File: src/rtl/clock_divider_bank_pkg.sv
// -----------------------------------------------------------------------------
// clock_divider_bank_pkg
//
// Purpose:
//   Shared constants and helpers for the clock divider bank. Holds the named
//   half-period values for a 50 MHz reference clock, the default divider
//   loaded at reset, and a constant clog2 helper that sizes the channel select.
//
// Contents:
//   DIV_1HZ / DIV_2HZ / DIV_10HZ  half-periods (in reference cycles) at 50 MHz
//   DEFAULT_DIV                   half-period loaded into every channel at reset
//   clog2()                       ceiling log2, usable in constant expressions
//   sel_width()                   select width for a given channel count (min 1)
// -----------------------------------------------------------------------------
package clock_divider_bank_pkg;

    // Reference clock frequency the named constants below are derived from.
    localparam int REF_CLK_HZ = 50_000_000;

    // Half-period = REF_CLK_HZ / (2 * f_out).
    localparam int DIV_1HZ  = REF_CLK_HZ / 2;
    localparam int DIV_2HZ  = REF_CLK_HZ / 4;
    localparam int DIV_10HZ = REF_CLK_HZ / 20;

    localparam int DEFAULT_DIV = DIV_1HZ;

    // Ceiling log2; clog2(1) = 0, clog2(3) = 2, clog2(16) = 4.
    function automatic int clog2(input int value);
        int result;
        int remaining;
        result    = 0;
        remaining = value - 1;
        while (remaining > 0) begin
            result    = result + 1;
            remaining = remaining >> 1;
        end
        return result;
    endfunction

    // A single-channel bank still needs a one-bit select port.
    function automatic int sel_width(input int channels);
        return (channels > 1) ? clog2(channels) : 1;
    endfunction

endpackage : clock_divider_bank_pkg

File: src/rtl/clock_divider_bank_if.sv
// -----------------------------------------------------------------------------
// clock_divider_bank_if
//
// Purpose:
//   Groups the control and output signals of the clock divider bank so the
//   bank and its controller connect through one port.
//
// Signals:
//   enable    [CHANNELS]   per-channel run enable, high = count
//   divLoad   [1]          strobe: write divIn into shadow[divSel]
//   divSel    [SEL_WIDTH]  channel index for divLoad
//   divIn     [CNT_WIDTH]  new half-period value (0 is ignored)
//   clockOut  [CHANNELS]   registered divided square wave per channel
//   tickOut   [CHANNELS]   one-cycle pulse with each clockOut rising edge
//
// Handshake:
//   There is no valid/ready pair here. divLoad is a single-cycle strobe that
//   is always accepted: when divLoad is high at a rising edge of clockIn,
//   divSel and divIn are sampled on that same edge. There is no backpressure.
//
// Modports:
//   master  controller side (drives enable/load, observes outputs)
//   slave   divider bank side
// -----------------------------------------------------------------------------
interface clock_divider_bank_if #(
    parameter int CHANNELS  = 3,
    parameter int CNT_WIDTH = 26
);
    import clock_divider_bank_pkg::*;

    localparam int SEL_WIDTH = sel_width(CHANNELS);

    logic [CHANNELS-1:0]  enable;
    logic                 divLoad;
    logic [SEL_WIDTH-1:0] divSel;
    logic [CNT_WIDTH-1:0] divIn;
    logic [CHANNELS-1:0]  clockOut;
    logic [CHANNELS-1:0]  tickOut;

    modport master (
        output enable,
        output divLoad,
        output divSel,
        output divIn,
        input  clockOut,
        input  tickOut
    );

    modport slave (
        input  enable,
        input  divLoad,
        input  divSel,
        input  divIn,
        output clockOut,
        output tickOut
    );

endinterface : clock_divider_bank_if

File: src/rtl/clock_div_channel.sv
// -----------------------------------------------------------------------------
// clock_div_channel
//
// Purpose:
//   One divider channel. It counts reference cycles up to the active
//   half-period and toggles its output at the end of each half-period. It
//   also emits a one-cycle tick on every rising output edge. A new
//   half-period goes into a shadow register and is committed only at a
//   toggle, so the output never shows a truncated or glitched half-period.
//
// Ports:
//   clk_i   reference clock (rising edge)
//   rst_i   synchronous active-high reset
//   en_i    run enable; low freezes count, output level and active divider
//   load_i  write div_i into the shadow (the caller has already filtered
//           out zero values and out-of-range selects)
//   div_i   new half-period value N
//   clk_o   divided output, period 2*N at 50% duty
//   tick_o  high for the cycle in which clk_o has just risen
// -----------------------------------------------------------------------------
module clock_div_channel #(
    parameter int CNT_WIDTH   = 26,
    parameter int DEFAULT_DIV = 25_000_000
) (
    input  logic                 clk_i,
    input  logic                 rst_i,
    input  logic                 en_i,
    input  logic                 load_i,
    input  logic [CNT_WIDTH-1:0] div_i,
    output logic                 clk_o,
    output logic                 tick_o
);

    localparam logic [CNT_WIDTH-1:0] DIV_RESET = CNT_WIDTH'(DEFAULT_DIV);
    localparam logic [CNT_WIDTH-1:0] CNT_ONE   = {{(CNT_WIDTH-1){1'b0}}, 1'b1};

    logic [CNT_WIDTH-1:0] count_q,  count_d;
    logic [CNT_WIDTH-1:0] active_q, active_d;
    logic [CNT_WIDTH-1:0] shadow_q, shadow_d;
    logic                 clk_q,    clk_d;
    logic                 tick_q,   tick_d;

    // End of the current half-period. active_q is never zero, so
    // active_q - 1 cannot wrap. After every commit count_q <= active_q - 1,
    // so the equality compare is always reached.
    logic at_terminal;
    assign at_terminal = (count_q == (active_q - CNT_ONE));

    always_comb begin
        count_d  = count_q;
        active_d = active_q;
        shadow_d = shadow_q;
        clk_d    = clk_q;
        tick_d   = 1'b0;

        // The shadow accepts loads whether or not the channel is running.
        if (load_i) begin
            shadow_d = div_i;
        end

        if (en_i) begin
            if (at_terminal) begin
                count_d = '0;
                clk_d   = ~clk_q;
                // Tick only on the 0->1 transition.
                tick_d  = ~clk_q;
                // Commit point. A load landing on this same edge goes straight
                // to active instead of waiting a whole half-period in the shadow.
                active_d = load_i ? div_i : shadow_q;
            end else begin
                count_d = count_q + CNT_ONE;
            end
        end
    end

    always_ff @(posedge clk_i) begin
        if (rst_i) begin
            count_q  <= '0;
            active_q <= DIV_RESET;
            shadow_q <= DIV_RESET;
            clk_q    <= 1'b0;
            tick_q   <= 1'b0;
        end else begin
            count_q  <= count_d;
            active_q <= active_d;
            shadow_q <= shadow_d;
            clk_q    <= clk_d;
            tick_q   <= tick_d;
        end
    end

    assign clk_o  = clk_q;
    assign tick_o = tick_q;

endmodule : clock_div_channel

File: src/rtl/clock_divider_bank.sv
// -----------------------------------------------------------------------------
// clock_divider_bank
//
// Purpose:
//   CHANNELS independent divided square waves from one reference clock. Each
//   channel has a run-time programmable half-period, its own enable and a
//   rising-edge tick. This level decodes the shared load strobe into
//   per-channel load strobes and instantiates one clock_div_channel per
//   channel. The channels have no phase relationship to each other.
//
// Ports:
//   clockIn  reference clock; every register uses its rising edge
//   reset    synchronous active-high reset; overrides load and enable
//   bus      clock_divider_bank_if.slave:
//              enable, divLoad, divSel, divIn  (inputs)
//              clockOut, tickOut               (outputs)
//
// Parameters:
//   CHANNELS     number of channels (1..16)
//   CNT_WIDTH    counter / half-period register width
//   DEFAULT_DIV  half-period loaded at reset (1 .. 2^CNT_WIDTH-1)
// -----------------------------------------------------------------------------
module clock_divider_bank
    import clock_divider_bank_pkg::*;
#(
    parameter int CHANNELS    = 3,
    parameter int CNT_WIDTH   = 26,
    parameter int DEFAULT_DIV = clock_divider_bank_pkg::DEFAULT_DIV
) (
    input  logic                  clockIn,
    input  logic                  reset,
    clock_divider_bank_if.slave   bus
);

    localparam int SEL_WIDTH = sel_width(CHANNELS);

    logic                div_nonzero;
    logic [CHANNELS-1:0] load_strobe;
    logic [CHANNELS-1:0] clk_vec;
    logic [CHANNELS-1:0] tick_vec;

    // A zero half-period would break the count/terminal compare, so it is
    // dropped here and never reaches any shadow register.
    assign div_nonzero = (bus.divIn != '0);

    for (genvar i = 0; i < CHANNELS; i++) begin : g_channel
        // An out-of-range select matches no index, so the load is dropped.
        assign load_strobe[i] = bus.divLoad && div_nonzero &&
                                (bus.divSel == SEL_WIDTH'(i));

        clock_div_channel #(
            .CNT_WIDTH   (CNT_WIDTH),
            .DEFAULT_DIV (DEFAULT_DIV)
        ) u_channel (
            .clk_i  (clockIn),
            .rst_i  (reset),
            .en_i   (bus.enable[i]),
            .load_i (load_strobe[i]),
            .div_i  (bus.divIn),
            .clk_o  (clk_vec[i]),
            .tick_o (tick_vec[i])
        );
    end

    assign bus.clockOut = clk_vec;
    assign bus.tickOut  = tick_vec;

endmodule : clock_divider_bank

File: src/flat_wrapper.sv
// flat-port wrapper written by rule: the top's interface ports become plain ports
module clock_divider_bank_flat import clock_divider_bank_pkg::*;
#(
    parameter int CHANNELS    = 3,
    parameter int CNT_WIDTH   = 26,
    parameter int DEFAULT_DIV = clock_divider_bank_pkg::DEFAULT_DIV
)
  (clockIn, reset, bus_enable, bus_divLoad, bus_divSel, bus_divIn, bus_clockOut, bus_tickOut);
  clock_divider_bank_if #(.CHANNELS(CHANNELS), .CNT_WIDTH(CNT_WIDTH)) bus_i ();
  input  logic clockIn;
  input  logic reset;
  input wire logic [$bits(bus_i.enable)-1:0] bus_enable;
  input wire logic [$bits(bus_i.divLoad)-1:0] bus_divLoad;
  input wire logic [$bits(bus_i.divSel)-1:0] bus_divSel;
  input wire logic [$bits(bus_i.divIn)-1:0] bus_divIn;
  output wire logic [$bits(bus_i.clockOut)-1:0] bus_clockOut;
  output wire logic [$bits(bus_i.tickOut)-1:0] bus_tickOut;
  assign bus_i.enable = bus_enable;
  assign bus_i.divLoad = bus_divLoad;
  assign bus_i.divSel = bus_divSel;
  assign bus_i.divIn = bus_divIn;
  assign bus_clockOut = bus_i.clockOut;
  assign bus_tickOut = bus_i.tickOut;
  clock_divider_bank #(.CHANNELS(CHANNELS), .CNT_WIDTH(CNT_WIDTH), .DEFAULT_DIV(DEFAULT_DIV)) u_core (.clockIn(clockIn), .reset(reset), .bus(bus_i));
endmodule
File: config.mk
export PLATFORM = sky130hd
export DESIGN_NAME = clock_divider_bank_flat
export DESIGN_NICKNAME = d
export VERILOG_FILES = /design/src/rtl/clock_divider_bank_pkg.sv /design/src/rtl/clock_divider_bank_if.sv /design/src/rtl/clock_div_channel.sv /design/src/rtl/clock_divider_bank.sv /design/src/flat_wrapper.sv
export SDC_FILE = /design/constraint.sdc
export NUM_CORES = 1
export LEC_CHECK = 0
export CORE_MARGIN = 8
export CORE_UTILIZATION = 47
export DETAILED_ROUTE_END_ITERATION = 7
export PLACE_DENSITY = 0.65
export SLEW_MARGIN = 0
export SYNTH_ARGS = -nofsm -noshare
export SYNTH_HDL_FRONTEND = slang
export SYNTH_SLANG_ARGS = --single-unit
File: constraint.sdc
create_clock -name clockIn -period 4.7 [get_ports clockIn]
set_clock_uncertainty 0.15 [all_clocks]
set_input_delay 1.175 -clock clockIn [delete_from_list [all_inputs] [get_ports clockIn]]
set_output_delay 1.175 -clock clockIn [all_outputs]
set_load 0.02 [all_outputs]
==> reports/qor.csv <==
metric;value;unit
Net Count, Synth;1484;
via count of the first global-routing pass;9412;
Resize count post-CTS;0;
HPWL reported at the end of detailed placement;21200;µm
WHS Path Cells;2;
number of setup violations in the final report;0;
effective utilization at floorplan;47.5;%
setup bufs post-CTS;0;
CP Launch Type;flip-flop;
via/cell ratio;5.62;
top-level port count;40;
yosys synthesis warning count;0;
Final Cycle Share;84.8;%
DR iter-0 viols;747;
antenna violations before repair;1;
Hold Path Origin;u_core.g_channel[0].u_channel.shadow_q[4];
drt total wl;30000;µm
Max rail drop VDD;0.324;mV
hold worst-path end;u_core.g_channel[0].u_channel.shadow_q[4];
number of enable flip-flop cells after synthesis;0;
Reg-to-Reg End;u_core.g_channel[0].u_channel.count_q[5];
number of buffers added to fix hold violations after cts;0;
unrepaired setup endpoints after global routing;false;
CP max FO;27;
category of the worst setup path capture point;flip-flop;
worst reg-to-reg setup slack;710;ps
floorplan die height;178;µm
nets@finish;1488;
Max Cap Violations;0;
core region area;0.0259;mm²
Power Density;313;mW/mm²
#FFs+latches synth;240;
run status;completed;
CTS H-tree lvls;1;
shortest period the worst path allows;3990;ps
wire length of the first global-routing pass;48700;µm
maximum number of pins on one net before global-route repair;81;
hold violation count in the final report;0;
max-slew violation count;0;
global-route congestion overflow total;0;
number of buffers added by the clock tree synthesis step;27;
DRT Pass-1 Iters;5;
R2R depth;10;
fraction of final layout cells with drive strength greater than 1;8.28;%
type of the tightest min-delay check;reg -> reg;
number of distinct library cells after synthesis;79;
synth-to-layout area growth;11.8;%
library cell with the largest summed area after synthesis;sky130_fd_sc_hd__dfxtp_1;
clock tree from TritonCTS;built;
DR DRC count;0;
GR Util All Layers;18.6;%
utilization after layout;53.1;%
CTS clk-pin slew, worst paths;50;ps
most frequent cells after synthesis;sky130_fd_sc_hd__dfxtp_1 (240), sky130_fd_sc_hd__nand2_1 (207), sky130_fd_sc_hd__nor2_1 (92);
final weighted congestion in routability-driven placement;0.868;
Clock Tree Buf Depth;3;
Max-Slew Margin vs Limit;33.3;%
area of the mapped netlist;0.0123;mm²
number of antenna diodes;0;
most frequent cell after synthesis;sky130_fd_sc_hd__dfxtp_1;
final total negative setup slack;0;ps
area of the die;0.0316;mm²
number of sinks on the clock net;240;
count of antenna-violating nets left after detailed routing;0;
Root Driver;sky130_fd_sc_hd__clkbuf_16;
Leak Pwr;5.08;nW
FF/Latch Area;0.00480;mm²
worst setup path class;reg -> reg;
number of buffer cells added on primary ports;39;
Required @ worst endpoint;4930;ps
main area contributors after synthesis;sky130_fd_sc_hd__dfxtp_1 (39%), sky130_fd_sc_hd__nand2_1 (6.3%), sky130_fd_sc_hd__xnor2_1 (6.3%), sky130_fd_sc_hd__xor2_1 (5.5%), sky130_fd_sc_hd__nor3_1 (3.0%);
synthesized instance count;1444;
average wire length per cell after detail routing;16.7;µm
Die Width;178;µm
Most used DFF post-synth;sky130_fd_sc_hd__dfxtp_1;
Fill cells;2416;
transition at the pin with the smallest max-transition slack;1000;ps
Worst-Skew Late Latency;520;ps
Arr. time, crit path;4210;ps
FFs w/ async S/R, synth;0;%
maximum operating frequency;0.251;GHz
sequential element share of the synthesized area;39.0;%
share of Yosys cell area claimed by the top area cell type;39.0;%
Post-Syn Area per Cell;8.53;µm²
num rows;59;
area of the multi-input gates;0.00702;mm²
overall via count from detail_route;10100;
startpoint of the lowest-slack register-to-register path;u_core.g_channel[0].u_channel.active_q[0];
[power by group]
group | switching [mW] | internal, mW | total [mW]
clock | 0.799 | 1.24 | 2.04
sequential | 0.0145 | 2.07 | 2.08
combinational | 0.123 | 0.0702 | 0.193
total | 0.936 | 3.38 | 4.31
[final cells by class]
cell class	instances	area share [%]
clock buffer	37	5.62
multi-input combinational	1097	51.0
sequential	240	34.9
clock inverter	6	0.582
inverter	18	0.491
tap	335	3.04
timing repair buffer	64	4.39
[worst max-delay path by stage]
stage | from | endpoint | slack (ps) | depth (start not counted)
global route | u_core.g_channel[0].u_channel.active_q[0] | u_core.g_channel[0].u_channel.count_q[7] | 420 | 11
finish | u_core.g_channel[0].u_channel.active_q[0] | u_core.g_channel[0].u_channel.count_q[5] | 710 | 10
global placement | bus_divIn[24] | u_core.g_channel[1].u_channel.active_q[20] | 420 | 9
detailed placement | bus_divIn[24] | u_core.g_channel[1].u_channel.active_q[1] | 360 | 9
CTS | u_core.g_channel[0].u_channel.active_q[0] | u_core.g_channel[0].u_channel.count_q[5] | 700 | 10
floorplan | u_core.g_channel[1].u_channel.active_q[0] | u_core.g_channel[1].u_channel.active_q[19] | 1420 | 12
[state kept, by name, summed over array words and instances (netlist names)]
register and count:
u_core.g_channel.u_channel.shadow_q 78, u_core.g_channel.u_channel.active_q 78, u_core.g_channel.u_channel.count_q 78, u_core.g_channel.u_channel.tick_o 3, u_core.g_channel.u_channel.clk_o 3
[cell families after synthesis]
group	synth area share [%]
AND/OR/NAND/NOR	29.4
flip-flops	39.0
AO/OA/AOI/OAI	10.4
XOR/XNOR	12.0
buffers and inverters	4.04
multiplexers	4.51
adder cells (fa/ha/maj)	0.610
[critical path, cell delays in order, from the launching register on]
cell	delay, ps
sky130_fd_sc_hd__dfxtp_1	350
sky130_fd_sc_hd__nor4_2	640
sky130_fd_sc_hd__nand4_1	180
sky130_fd_sc_hd__buf_4	210
sky130_fd_sc_hd__or3_1	360
sky130_fd_sc_hd__a221oi_1	450
sky130_fd_sc_hd__o211a_1	260
sky130_fd_sc_hd__o2111ai_2	170
sky130_fd_sc_hd__nor2_4	600
sky130_fd_sc_hd__buf_4	390
sky130_fd_sc_hd__nor3_1	80
[cell usage in the layout (no fill, tap or decap), types with 18 or more instances in the layout]
| cell | n |
|---|---|
| sky130_fd_sc_hd__a21oi_1 | 55 |
| sky130_fd_sc_hd__and3_1 | 27 |
| sky130_fd_sc_hd__buf_4 | 23 |
| sky130_fd_sc_hd__clkbuf_16 | 27 |
| sky130_fd_sc_hd__clkdlybuf4s50_1 | 38 |
| sky130_fd_sc_hd__dfxtp_1 | 240 |
| sky130_fd_sc_hd__mux2_1 | 31 |
| sky130_fd_sc_hd__nand2_1 | 207 |
| sky130_fd_sc_hd__nand3_1 | 31 |
| sky130_fd_sc_hd__nand3b_1 | 39 |
| sky130_fd_sc_hd__nand4_1 | 35 |
| sky130_fd_sc_hd__nor2_1 | 92 |
| sky130_fd_sc_hd__nor2b_1 | 32 |
| sky130_fd_sc_hd__nor3_1 | 72 |
| sky130_fd_sc_hd__nor4_1 | 31 |
| sky130_fd_sc_hd__o21ai_0 | 31 |
| sky130_fd_sc_hd__o22ai_1 | 18 |
| sky130_fd_sc_hd__xnor2_1 | 88 |
| sky130_fd_sc_hd__xor2_1 | 78 |
[metal layers]
metal,global-route usage [%],up-vias,part of all wire (%)
met5,0,-,0.043
met3,2.62,41,4.4
met2,30.3,182,45
li1,-,5040,-
met1,25.6,4830,49
met4,3.99,2,1.6
[metrics by stage]
stage / hold slack, ps / total power, mW / setup slack [ps] / instance area, µm² / instances
6_report: 305 / 4.31 / 715 / 13800 / 1797
5_1_grt: 321 / 4.47 / 416 / 13800 / 1797
4_1_cts: 308 / 4.36 / 702 / 13800 / 1797
3_5_place_dp: 300 / 2.32 / 363 / 12900 / 1754
3_3_place_gp: 291 / 2.31 / 420 / 12900 / 1754
2_1_floorplan: 284 / 2.22 / 1420 / 12300 / 1444
No activity file was read; power rests on OpenSTA's default activity.
